File: src/rtl/word_port_sequencer.sv
// Purpose: host 8-bit window onto a 24-bit word port; stages bytes, commits whole words, reads coherent snapshots.
// Latency: commits and lane-0 data/direction reads take 2 cycles to hack, all other accesses take 1 cycle.
// Backpressure: hbusy is high while an access is in flight; strobes sampled while busy are dropped and flag err.
module word_port_sequencer (
  input  logic        clk,
  input  logic        clear,
  input  logic        hwr,
  input  logic        hrd,
  input  logic [2:0]  haddr,
  input  logic [7:0]  hdin,
  output logic [7:0]  hdout,
  output logic        hack,
  output logic        hbusy,
  output logic [23:0] port_ibus,
  output logic        port_loadport,
  output logic        port_loadddr,
  output logic        port_readddr,
  input  logic [23:0] port_obus,
  input  logic [23:0] pins_in
);

  typedef enum logic [2:0] {
    S_IDLE  = 3'd0,
    S_LD_D  = 3'd1,
    S_LD_R  = 3'd2,
    S_RB_R  = 3'd3,
    S_CAP_D = 3'd4,
    S_ACK   = 3'd5
  } state_t;

  state_t      r_state;
  state_t      w_next;

  logic [23:0] r_stage_d;
  logic [23:0] r_stage_r;
  logic [23:0] r_snap;
  logic        r_err;
  logic [3:0]  r_ccnt;
  logic [23:0] r_sync1;
  logic [23:0] r_pins_s;
  logic [7:0]  r_hdout;

  // Host request decode. haddr[2] picks the direction side, haddr[1:0] the lane;
  // lane 3 on either side is the status register.
  logic        w_any;
  logic        w_accept;
  logic        w_err_set;
  logic        w_is_dir;
  logic [1:0]  w_lane;
  logic        w_status;
  logic        w_acc_wr;
  logic        w_acc_rd;

  assign w_any     = hwr | hrd;
  assign w_accept  = (r_state == S_IDLE) && (hwr ^ hrd);
  assign w_err_set = w_any && !w_accept;
  assign w_is_dir  = haddr[2];
  assign w_lane    = haddr[1:0];
  assign w_status  = (w_lane == 2'd3);
  assign w_acc_wr  = w_accept && hwr;
  assign w_acc_rd  = w_accept && hrd;

  // State register; clear forces IDLE immediately, which drops any strobe mid-cycle.
  always_ff @(posedge clk or posedge clear) begin
    if (clear) begin
      r_state <= S_IDLE;
    end else begin
      r_state <= w_next;
    end
  end

  // Next-state decode: MS-lane writes commit through a load state, lane-0 reads
  // go through a capture state, everything else acknowledges directly.
  always_comb begin
    w_next = r_state;
    case (r_state)
      S_IDLE: begin
        if (w_acc_wr) begin
          if (w_lane == 2'd2) begin
            w_next = w_is_dir ? S_LD_R : S_LD_D;
          end else begin
            w_next = S_ACK;
          end
        end else if (w_acc_rd) begin
          if (w_lane == 2'd0) begin
            w_next = w_is_dir ? S_RB_R : S_CAP_D;
          end else begin
            w_next = S_ACK;
          end
        end
      end
      S_LD_D:  w_next = S_ACK;
      S_LD_R:  w_next = S_ACK;
      S_RB_R:  w_next = S_ACK;
      S_CAP_D: w_next = S_ACK;
      S_ACK:   w_next = S_IDLE;
      default: w_next = S_IDLE;
    endcase
  end

  // Byte staging for the data word; lanes persist across commits so an MS-only
  // rewrite recommits the previous low bytes.
  always_ff @(posedge clk or posedge clear) begin
    if (clear) begin
      r_stage_d <= 24'h000000;
    end else if (w_acc_wr && !w_is_dir) begin
      case (w_lane)
        2'd0:    r_stage_d[7:0]   <= hdin;
        2'd1:    r_stage_d[15:8]  <= hdin;
        2'd2:    r_stage_d[23:16] <= hdin;
        default: r_stage_d        <= r_stage_d;
      endcase
    end
  end

  // Byte staging for the direction word, independent of the data word.
  always_ff @(posedge clk or posedge clear) begin
    if (clear) begin
      r_stage_r <= 24'h000000;
    end else if (w_acc_wr && w_is_dir) begin
      case (w_lane)
        2'd0:    r_stage_r[7:0]   <= hdin;
        2'd1:    r_stage_r[15:8]  <= hdin;
        2'd2:    r_stage_r[23:16] <= hdin;
        default: r_stage_r        <= r_stage_r;
      endcase
    end
  end

  // Two-flop synchronizer for the asynchronous pin levels.
  always_ff @(posedge clk or posedge clear) begin
    if (clear) begin
      r_sync1  <= 24'h000000;
      r_pins_s <= 24'h000000;
    end else begin
      r_sync1  <= pins_in;
      r_pins_s <= r_sync1;
    end
  end

  // Snapshot capture: the whole word is taken at once on a lane-0 read so the
  // later lane 1/2 reads see the same instant.
  always_ff @(posedge clk or posedge clear) begin
    if (clear) begin
      r_snap <= 24'h000000;
    end else if (r_state == S_CAP_D) begin
      r_snap <= r_pins_s;
    end else if (r_state == S_RB_R) begin
      r_snap <= port_obus;
    end
  end

  // Read data register: loaded so that it is valid for the whole hack cycle and
  // then held until the next read completes.
  always_ff @(posedge clk or posedge clear) begin
    if (clear) begin
      r_hdout <= 8'h00;
    end else if (r_state == S_CAP_D) begin
      r_hdout <= r_pins_s[7:0];
    end else if (r_state == S_RB_R) begin
      r_hdout <= port_obus[7:0];
    end else if (w_acc_rd) begin
      case (w_lane)
        2'd1:    r_hdout <= r_snap[15:8];
        2'd2:    r_hdout <= r_snap[23:16];
        2'd3:    r_hdout <= {r_ccnt, 3'b000, r_err};
        default: r_hdout <= r_hdout;
      endcase
    end
  end

  // Commit counter advances as each load state ends; a reset mid-load does not count.
  always_ff @(posedge clk or posedge clear) begin
    if (clear) begin
      r_ccnt <= 4'd0;
    end else if ((r_state == S_LD_D) || (r_state == S_LD_R)) begin
      r_ccnt <= r_ccnt + 4'd1;
    end
  end

  // Sticky error: set by dropped or colliding strobes, cleared only by writing 1
  // to status bit 0. Setting and clearing cannot coincide since a clear needs an accepted access.
  always_ff @(posedge clk or posedge clear) begin
    if (clear) begin
      r_err <= 1'b0;
    end else if (w_err_set) begin
      r_err <= 1'b1;
    end else if (w_acc_wr && w_status && hdin[0]) begin
      r_err <= 1'b0;
    end
  end

  // Port-side outputs decoded purely from registered state; the bus is zero
  // except during a load so the port never sees a partially staged word.
  always_comb begin
    port_ibus = 24'h000000;
    case (r_state)
      S_LD_D:  port_ibus = r_stage_d;
      S_LD_R:  port_ibus = r_stage_r;
      default: port_ibus = 24'h000000;
    endcase
  end

  assign port_loadport = (r_state == S_LD_D);
  assign port_loadddr  = (r_state == S_LD_R);
  assign port_readddr  = (r_state == S_RB_R);
  assign hack          = (r_state == S_ACK);
  assign hbusy         = (r_state != S_IDLE);
  assign hdout         = r_hdout;

endmodule

File: config.mk
export PLATFORM = sky130hd
export DESIGN_NAME = word_port_sequencer
export DESIGN_NICKNAME = d
export VERILOG_FILES = /design/src/rtl/word_port_sequencer.sv
export SDC_FILE = /design/constraint.sdc
export NUM_CORES = 1
export LEC_CHECK = 0
export ABC_AREA = 1
export BUFFER_PORTS_ARGS = -buffer_cell sky130_fd_sc_hd__buf_4
export CORE_ASPECT_RATIO = 2
export CORE_MARGIN = 2
export CORE_UTILIZATION = 40
export CTS_CLUSTER_SIZE = 40
export DETAILED_ROUTE_END_ITERATION = 8
export PLACE_DENSITY_LB_ADDON = 0.15
export SLEW_MARGIN = 20
export SYNTH_ARGS = -nofsm -noshare
export SYNTH_HDL_FRONTEND = slang
export SYNTH_SLANG_ARGS = --single-unit
File: constraint.sdc
create_clock -name clk -period 8.5 [get_ports clk]
set_input_delay 1.7 -clock clk [delete_from_list [all_inputs] [get_ports clk]]
set_output_delay 1.7 -clock clk [all_outputs]
set_load 0.01 [all_outputs]
==> key figures, run 1 <==
Run status
  • Status: finished clean

Finish
  • Multi-input gate area: between 1500 and 2000 sq um
  • Final nets: a little over 700
  • Register area: 3203 sq um
  • Area grow syn2layout: 28.88%
  • Non-Filler Instances: ~810
  • Layout cell share with drive strength beyond 1: 0.2281
  • Final Core Density: 0.5284
  • Diodes inserted: 0
  • Fillers: roughly 1,200

Route
  • Drt pass-1 iters: 4
  • DR WL/cell: approximately 15 um
  • Post-DRT Antenna Nets: 0
  • # DRC: 0
  • Iter 0 DRT Violations: roughly 130
  • Vias: roughly 4,000
  • Via density: between 4 and 5
  • WL final: ~13 mm

Clock tree
  • Cts hold-fix bufs: 0
  • H-tree Lvls: 4
  • Resize count post-CTS: 0
  • Latest clock arrival within the worst-skew pair: ~0.41 ns
  • Clock-pin slew on the worst setup and hold paths: 0.06 ns
  • Inserted Clock Buffers: 17
  • Root Buffer Master: clkbuf_16
  • CTS tree: done
  • TritonCTS Sinks: roughly 130
  • Post-CTS repair timing setup buffer count: 0
  • Clk buf depth: 2

STA
  • Final setup viols: 0
  • Max-slew violations: 0
  • Final Hold Viols: 0
  • Slew headroom: 0.3491
  • Final Cycle Share: 0.4757
  • TNS Setup: 0 ns
  • Clock period minus worst slack: around 4.0 ns
  • F_max: between 200 and 250 MHz
  • RSZ-0062 raised after global routing: false
  • Clock Skew: slightly below 0.007 ns
  • Worst Tran Pin Value: a little under 1 ns

Synth
  • Synth area leaders: dfrtp_1 (62%), nand2_1 (10%), o21ai_0 (7.2%), inv_1 (4.6%), nor2_1 (3.5%)
  • Netlist cell types: 26
  • Most frequent cells after synthesis: nand2_1 (140), dfrtp_1 (128), o21ai_0 (74)
  • Mapped Cells: roughly 550
  • Leading area contributor after synthesis: dfrtp_1
  • Net Count, Synth: about 610
  • Post-synthesis sequential area ratio: 0.6223
  • Average size of a mapped cell: roughly 9.4 sq um
  • Share of the synthesized area in the top cell type: 0.6223
  • Most common cell in the netlist: nand2_1
  • Post-Synthesis Cell Area: 5147 sq um
  • Most common flop cell mapped by yosys: dfrtp_1
  • Yosys Warn Count: 0
  • Number of synthesized flops with an enable pin: 0
  • Async SR Flop Fraction: 1.000
  • Post-synthesis register bit count: between 100 and 150

Run
  • Max-cap violations: 0

Die
  • Starting Density: 0.4100
  • Top-level I/O count: 100
  • Core area: between 10,000 and 15,000 sq um
  • Die area: 13,850 sq um
  • FP Rows: 58
  • Die X-Extent: ~84 um
  • Die H: 164.4 um

Power and ir drop
  • Max VDD drop: about 0.18 mV
  • Pwr Total: about 2.4 mW
  • P_leak: ~3.3 nW
  • PD cells: roughly 360 nW/um^2

GRT
  • GRT Resource Usage Total: 0.1980
  • Initial antenna violation count: 0
  • GRT overflow: 0
  • First-pass GRT wire length: around 21 mm
  • Vias in the first global route: about 4,200
  • Largest net degree at the start of global routing: slightly above 80

Critical path
  • Crit end category: primary output
  • CP startpoint kind: flop
  • CP Max Fanout: 26
  • Crit path kind: flop to primary output
  • CP Data Required Time: a little under 7 ns
  • Worst EP arrival: approximately 2.3 ns

Placed design
  • GPL Wtd Cong: 0.8096
  • DP Cell Count: between 700 and 800
  • Number of port buffers: 99
  • HPWL reported at the end of detailed placement: 9.151 mm

Hold path
  • Min-Delay Path Class: flop to flop
==> power breakdown <==
group | total [mW] | switching, mW | internal (mW) | leakage, nW
combinational | 0.714 | 0.425 | 0.289 | 1.44
clock | 0.797 | 0.267 | 0.530 | 0.307
sequential | 0.898 | 0.0900 | 0.808 | 1.51
total | 2.41 | 0.782 | 1.63 | 3.25
==> worst max-delay path: stages, from the launching register on <==
cell	delay, ns
dfrtp_1	0.43
inv_1	0.12
nand3_1	0.69
o21ai_0	0.51
buf_4	0.19
==> sequential cells by signal (all words and copies together) (netlist names) <==
register and flops:
hdout 8, r_ccnt 4, r_err 1, r_pins_s 24
r_snap 16, r_stage_d 24, r_stage_r 24, r_state 3
r_sync1 24
==> through the flow <==
stage	setup slack [ns]	instance area (sq um)	hold slack [ns]
6_report	4.457	6634	0.3406
5_1_grt	4.169	6634	0.3485
4_1_cts	4.424	6630	0.3438
3_5_place_dp	4.868	5976	0.3347
3_3_place_gp	4.967	5976	0.3341
2_1_floorplan	3.387	5147	0.3312
==> routing by layer <==
layer  track usage  wire [um]  up-vias  part of all wire
li1              -          -     1949                 -
met1        0.2127       4755     1949              0.38
met2        0.3633       6972       95              0.56
met3       0.05697        521       18             0.042
met4       0.07478        266        0             0.021
met5             0          0        -                 0
==> layout make-up <==
type	count	area share
sequential	128	0.4828
multi-input combinational	332	0.2365
timing repair buffer	100	0.1137
clock buffer	20	0.06733
inverter	70	0.03998
clock inverter	12	0.03131
tap	150	0.02829
==> logic make-up after synthesis <==
logic type | count (synthesis) | share of synthesized area
AO/OA/AOI/OAI | 113 | 0.1176
buffers and inverters | 87 | 0.07292
multiplexers | 1 | 0.002187
XOR/XNOR | 3 | 0.005105
adder cells (fa/ha/maj) | 2 | 0.004861
AND/OR/NAND/NOR | 213 | 0.1750
flip-flops | 128 | 0.6223
==> final timing paths <==
kind | from | to | slack [ns] | cells after the start
setup / recovery | r_state[2]$_DFFE_PP0P_ | port_ibus[21] | 4.46 | 4
hold / removal | r_sync1[15]$_DFF_PP0_ | r_pins_s[15]$_DFF_PP0_ | 0.34 | 0
setup reg to reg | r_state[1]$_DFFE_PP0P_ | r_snap[8]$_DFFE_PP0P_ | 5.82 | 5
hold reg to reg | r_sync1[15]$_DFF_PP0_ | r_pins_s[15]$_DFF_PP0_ | 0.34 | 0
max in group asynchronous | clear | r_pins_s[16]$_DFF_PP0_ | 5.98 | 3
min in group asynchronous | clear | r_pins_s[10]$_DFF_PP0_ | 1.36 | 2
==> placed cells by master, fill, tap and decap left out, drive strengths merged <==
| cell type | synthesis | final |
|---|---|---|
| clkbuf | 3 | 20 |
| nor3 | 2 | 2 |
| nor2 | 54 | 54 |
| inv | 67 | 68 |
| dfrtp | 128 | 128 |
| buf | 14 | 100 |
| mux2 | 1 | 1 |
| clkinv | 3 | 6 |
| ha | 2 | 2 |
| nand4 | 1 | 1 |
| a31oi | 1 | 1 |
| bufinv | 0 | 5 |
| nand3 | 13 | 13 |
| clkinvlp | 0 | 3 |
| o21ai | 85 | 85 |
| o22ai | 25 | 25 |
| a21oi | 2 | 2 |
| xor2 | 1 | 1 |
| xnor2 | 2 | 2 |
| nand2 | 143 | 143 |
Power figures use the tool's default switching activity.
==> run 2, diff against run 1 <==
clock period = 3.7 ns   (was 8.5 ns; I/O delays follow)
==> run 2 against run 1 <==
  * Sequential share of layout area rose by 0.24 points
  * Routed wire length rose by 3.6%
  * Power rose by 120%
  * Final area fell by 0.49%
  * Critical endpoint is now port_ibus[23]
  * Non-clock buffer count rose by 4
  * Highest routed layer unchanged
==> key figures, run 2 (same netlist as run 1, synthesis figures left out) <==
Route
  • WL final: 12.96 mm (+3.6%)
  • Drt pass-1 iters: 4 (unchanged)
  • Vias: 3,976 (-0.87%)
  • Via density: 4.891 (-0.99%)
  • Post-DRT Antenna Nets: 0 (unchanged)
  • # DRC: 0 (unchanged)
  • DR WL/cell: 15.94 um (+3.4%)
  • Iter 0 DRT Violations: 205 (+56%)

STA
  • Final setup viols: 0 (unchanged)
  • Clock period minus worst slack: between 2 and 3 ns
  • Worst Tran Pin Value: 0.8329 ns (-0.1407 ns)
  • Max-slew violations: 0 (unchanged)
  • Slew headroom: 0.4436 (+0.09443)
  • RSZ-0062 raised after global routing: false
  • Final Hold Viols: 0 (unchanged)
  • Hold WS: 0.3443 ns (+0.003659 ns)
  • Clock Skew: 0.004156 ns (-0.002737 ns)
  • F_max: around 340 MHz
  • Final Cycle Share: 0.7869
  • TNS Setup: 0 ns (unchanged)

Clock tree
  • Latest clock arrival within the worst-skew pair: 0.40 ns (about the same)
  • Cts hold-fix bufs: 0 (unchanged)
  • TritonCTS Sinks: 128 (unchanged)
  • Clk buf depth: 2 (unchanged)
  • Resize count post-CTS: 0 (unchanged)
  • Inserted Clock Buffers: 17 (unchanged)
  • H-tree Lvls: 4 (unchanged)
  • Post-CTS repair timing setup buffer count: 0 (unchanged)
  • Clock-pin slew on the worst setup and hold paths: 0.05 ns (about the same)
  • CTS tree: done
  • Root Buffer Master: clkbuf_16

Critical path
  • Slowest CP cell: clkinv_1
  • Crit path kind: flop to primary output
  • CP startpoint kind: flop
  • Worst-path cell chain: nor2_4, nand2_2, clkinv_1, nand2_1, o21ai_0, buf_4
  • Worst path top cell family by delay: buffers and inverters
  • CP Max Fanout: 17 (-35%)
  • CP peak stage delay: 0.52 ns (-0.17 ns)
  • CP Data Required Time: 2.96 ns (-3.84 ns)
  • R2r setup slk: 1.49 ns (-4.33 ns)
  • Crit end category: primary output
  • Worst EP arrival: 2.17 ns (-0.17 ns)
  • Reg2Reg Depth: 8 (+3)
  • Reg-to-Reg End: hdout[2]$_DFFE_PP0P_
  • FF-to-FF Start: r_state[1]$_DFFE_PP0P_
  • Critical path buffers and inverters: 2 (unchanged)

Finish
  • Commonest non-fill, non-tap cell in the layout: nand2_1
  • Area grow syn2layout: 28.24%
  • Diodes inserted: 0 (unchanged)
  • Most frequent cells in the layout: nand2_1 (140), dfrtp_1 (128), buf_4 (103), o21ai_0 (74), inv_1 (62)
  • Fillers: 1,196 (+3.7%)
  • Final Core Density: 0.5258 (-0.002591)
  • Layout cell share with drive strength beyond 1: 0.2323 (+0.004181)
  • Final nets: 718 (+0.56%)

Die
  • Die X-Extent: 84.22 um (unchanged)
  • Core area: 12,550 sq um (unchanged)
  • Starting Density: 0.4100 (unchanged)
  • FP Rows: 58 (unchanged)
  • Die area: 13,850 sq um (unchanged)
  • Die H: 164.4 um (unchanged)
  • Top-level I/O count: 100 (unchanged)

GRT
  • Vias in the first global route: 4,196 (-0.19%)
  • GRT overflow: 0 (unchanged)
  • Initial antenna violation count: 0 (unchanged)
  • GRT Resource Usage Total: 0.1993 (+0.001296)
  • First-pass GRT wire length: 20.95 mm (about the same)
  • Largest net degree at the start of global routing: 62 (-25%)

Hold path
  • Min-Delay Path Class: flop to flop
  • HP Start: r_sync1[4]$_DFF_PP0_
  • Hold path depth: 0 (unchanged)
  • WHS Endpoint: r_pins_s[4]$_DFF_PP0_

Run
  • Max-cap violations: 0 (unchanged)

Placed design
  • HPWL reported at the end of detailed placement: 9.474 mm (+3.5%)
  • Number of port buffers: 99 (unchanged)
  • GPL Wtd Cong: 0.8095 (about the same)

Run status
  • Status: finished clean

Power and ir drop
  • P_leak: 3.248 nW (-0.16%)
  • Max VDD drop: 0.4553 mV (+150%)
  • PD cells: 818.4 nW/um^2 (+130%)
[run 2: changes by cell type in the layout (fill, tap and decap cells not counted)]
cell and delta:
buf_4 +4, buf_6 -1, clkinv_4 -1, clkbuf_1 -2
clkinv_2 +4, inv_4 -1, inv_6 -1, buf_12 +1
bufinv_16 -2
[run 2: metrics by stage]
stage | setup slack (ns) | area [sq um] | instances | total power, mW
after floorplan | 1.379 | 5151 | 547 | 3.099
after global placement | 1.293 | 6020 | 784 | 3.736
after detailed placement | 1.198 | 6020 | 784 | 3.785
after CTS | 0.7578 | 6601 | 813 | 5.467
after global routing | 0.5974 | 6601 | 813 | 5.770
final | 0.7884 | 6601 | 813 | 5.403
[run 2: how the worst max path moves through the flow]
stage                                       from                   end  cells after the start  slack (ns)
final                     r_state[0]$_DFFE_PP0P_         port_ibus[23]                      6        0.79
after global placement    r_state[0]$_DFFE_PP0P_          port_ibus[0]                      6        1.29
after detailed placement  r_state[0]$_DFFE_PP0P_         port_ibus[23]                      6        1.20
after CTS                 r_state[0]$_DFFE_PP0P_         port_ibus[23]                      6        0.76
after global routing      r_state[0]$_DFFE_PP0P_         port_ibus[23]                      6        0.60
after floorplan                            clear  hdout[0]$_DFFE_PP0P_                      1        1.38
[run 2: final cells by class]
class                   instances  area, sq um  share of cell area
flip-flops and latches        128         3203              0.4852
multi-input cells             332         1569              0.2377
repair buffers                104        793.3              0.1202
clock buffers                  18        439.2             0.06653
inverters                      70        266.5             0.04037
well taps                     150        187.7             0.02843
clock inverters                11        142.6             0.02161
[run 2: layer usage]
| metal | up-vias | GRT usage | wire (um) |
|---|---|---|---|
| met2 | 92 | 0.3802 | 7384 |
| met5 | - | 0 | 0 |
| met3 | 19 | 0.04348 | 532 |
| met1 | 1921 | 0.2044 | 4757 |
| met4 | 0 | 0.08724 | 286 |
| li1 | 1944 | - | - |
[run 2: power by group]
part           leakage, nW  internal (mW)  switching, mW
Combinational         1.46          0.684          0.989
Sequential            1.51           1.86          0.218
Clock                0.283           1.06          0.592
==> run 3, diff against run 2 <==
clock period = 2.8 ns   (was 3.7 ns; I/O delays follow)
==> run 3 against run 2 <==
  * Clock power up 31%
  * Worst setup slack worse by 0.52 ns
  * Die area unchanged
  * Utilization up 0.20 points
  * Via count grew 1.2%
  * Count of clock-buffer cells in the layout unchanged
  * Sequential power grew 31%
  * Cell count grew 0.62%
  * Sequential share of layout area fell by 0.18 points
  * Power rose by 32%
  * Critical path type unchanged
==> key figures, run 3 (same netlist as run 1, synthesis figures left out) <==
GRT
  • GRT overflow: 0 (unchanged)
  • First-pass GRT wire length: 21.07 mm (+0.56%)
  • Vias in the first global route: 4,161 (-0.83%)
  • Largest net degree at the start of global routing: 88 (+42%)
  • Met1 usage: 0.2121 (+0.007648)
  • GR Layer Usage met2: 0.3806 (about the same)
  • GRT Resource Usage Total: 0.2014 (+0.002124)
  • Initial antenna violation count: 0 (unchanged)
  • GR Util met3: 0.04398 (+0.0004998)
  • Gr busiest metal: met2

Clock tree
  • Cts hold-fix bufs: 0 (unchanged)
  • Clk buf depth: 2 (unchanged)
  • CTS tree: done
  • H-tree Lvls: 4 (unchanged)
  • Root Buffer Master: clkbuf_16
  • Inserted Clock Buffers: 17 (unchanged)
  • Clock-pin slew on the worst setup and hold paths: 0.06 ns (about the same)
  • Resize count post-CTS: 1 (+1)
  • TritonCTS Sinks: 128 (unchanged)
  • Latest clock arrival within the worst-skew pair: 0.41 ns (about the same)
  • Post-CTS repair timing setup buffer count: 0 (unchanged)

Power and ir drop
  • Sw power: 2.439 mW (+36%)
  • Comb pwr share: 0.316 (+0.006)
  • Internal power: 4.707 mW (+31%)
  • Net Sw Frac: 0.3413 (+0.008258)
  • P_leak: 3.255 nW (+0.22%)
  • Sequential Power Share: 0.382 (-0.002)
  • PD cells: 1078 nW/um^2 (+32%)
  • Max VDD drop: 0.5735 mV (+26%)
  • Clock share of power: 0.302 (-0.004)

STA
  • Worst Tran Pin Value: 0.5683 ns (-0.2646 ns)
  • F_max: between 300 and 400 MHz
  • Final setup viols: 0 (unchanged)
  • Clock period minus worst slack: ~2.5 ns
  • Max-slew violations: 0 (unchanged)
  • Clock Skew: 0.006253 ns (+0.002097 ns)
  • TNS Setup: 0 ns (unchanged)
  • RSZ-0062 raised after global routing: false
  • Final Cycle Share: 0.9059
  • Slew headroom: 0.6202 (+0.1767)
  • Final Hold Viols: 0 (unchanged)

Finish
  • Fillers: 1,197 (+0.084%)
  • Most frequent cells in the layout: nand2_1 (140), dfrtp_1 (128), buf_4 (106), o21ai_0 (74), inv_1 (62)
  • Diodes inserted: 0 (unchanged)
  • Layout cell share with drive strength beyond 1: 0.2395 (+0.007243)
  • Commonest non-fill, non-tap cell in the layout: nand2_1
  • Final Core Density: 0.5278 (+0.001993)
  • Final nets: 721 (+0.42%)
  • Area grow syn2layout: 28.73%

Route
  • WL final: 13.19 mm (+1.8%)
  • DR WL/cell: 16.13 um (+1.2%)
  • # DRC: 0 (unchanged)
  • Drt pass-1 iters: 4 (unchanged)
  • Iter 0 DRT Violations: 222 (+8.3%)
  • Vias: 4,025 (+1.2%)
  • Post-DRT Antenna Nets: 0 (unchanged)
  • Via density: 4.921 (+0.61%)

Placed design
  • GPL Wtd Cong: 0.8135 (+0.49%)
  • HPWL reported at the end of detailed placement: 9.595 mm (+1.3%)
  • Number of port buffers: 99 (unchanged)

Critical path
  • Crit end category: primary output
  • CP Data Required Time: 2.24 ns (-0.72 ns)
  • Worst EP arrival: 1.98 ns (-0.19 ns)
  • CP Max Fanout: 18 (+1)
  • Crit path kind: flop to primary output
  • CP startpoint kind: flop

Hold path
  • Min-Delay Path Class: input port to async pin

Die
  • Core area: 12,550 sq um (unchanged)
  • Top-level I/O count: 100 (unchanged)
  • Die area: 13,850 sq um (unchanged)
  • Starting Density: 0.4100 (unchanged)
  • Die X-Extent: 84.22 um (unchanged)
  • FP Rows: 58 (unchanged)
  • Die H: 164.4 um (unchanged)

Run status
  • Status: finished clean

Run
  • Max-cap violations: 0 (unchanged)
[run 3: cell types whose count changed in the layout (fill, tap and decap cells not counted)]
cell,before,now
buf_4,103,106
clkinvlp_4,3,5
bufinv_16,3,2
clkinv_2,4,3
clkinv_4,2,3
inv_6,0,1
nand3_1,9,8
nand3_2,3,4
[run 3: worst paths after layout]
| kind | start | end | slack, ns | cells past startpoint |
|---|---|---|---|---|
| min reg2reg | r_sync1[23]$_DFF_PP0_ | r_pins_s[23]$_DFF_PP0_ | 0.35 | 0 |
| max reg2reg | r_state[1]$_DFFE_PP0P_ | hdout[5]$_DFFE_PP0P_ | 0.94 | 10 |
| min in group clk | pins_in[2] | r_sync1[2]$_DFF_PP0_ | 0.25 | 1 |
| max in group asynchronous | clear | r_snap[13]$_DFFE_PP0P_ | 1.99 | 3 |
| min | clear | r_stage_r[19]$_DFFE_PP0P_ | 0.08 | 2 |
| max | r_state[2]$_DFFE_PP0P_ | port_ibus[0] | 0.26 | 5 |
[run 3: final cells by class]
class | instances | area (sq um) | share of cell area
Clock buffer | 18 | 439.2 | 0.06628
Inverter | 70 | 266.5 | 0.04022
Multi-Input combinational cell | 332 | 1574 | 0.2375
Clock inverter | 13 | 140.1 | 0.02115
Sequential cell | 128 | 3203 | 0.4834
Tap cell | 150 | 187.7 | 0.02832
Timing Repair Buffer | 107 | 815.8 | 0.1231
[run 3: stage by stage]
stage               instance area [sq um]  cells  worst slack (ns)  hold slack, ns  power (mW)
floorplan                            5151    547            0.6588          0.3312       4.096
global placement                     6042    787            0.4314          0.3352       4.960
detailed placement                   6042    787            0.4189          0.3365       5.028
CTS                                  6626    818            0.2493         0.07265       7.212
global route                         6626    818           0.09473         0.08700       7.624
finish                               6626    818            0.2636         0.07945       7.145
[run 3: metal layers]
layer | vias to the layer above | share of wire
met4 | 0 | 0.025
met5 | - | 0
met2 | 101 | 0.57
li1 | 1959 | -
met3 | 19 | 0.040
met1 | 1946 | 0.37
[run 3: power groups by stage]
stage	logic (mW)	clock network, mW	registers [mW]
after floorplan	1.40	0	2.70
final	2.26	2.16	2.73
after global routing	2.57	2.27	2.78
after detailed placement	2.28	0	2.75
after CTS	2.30	2.19	2.73
after global placement	2.23	0	2.73
[run 3: worst max-delay path: stages (launching register included)]
cell,delay [ns]
dfrtp_1,0.43
inv_1,0.14
nand3_2,0.35
buf_4,0.31
o21ai_0,0.18
buf_4,0.15
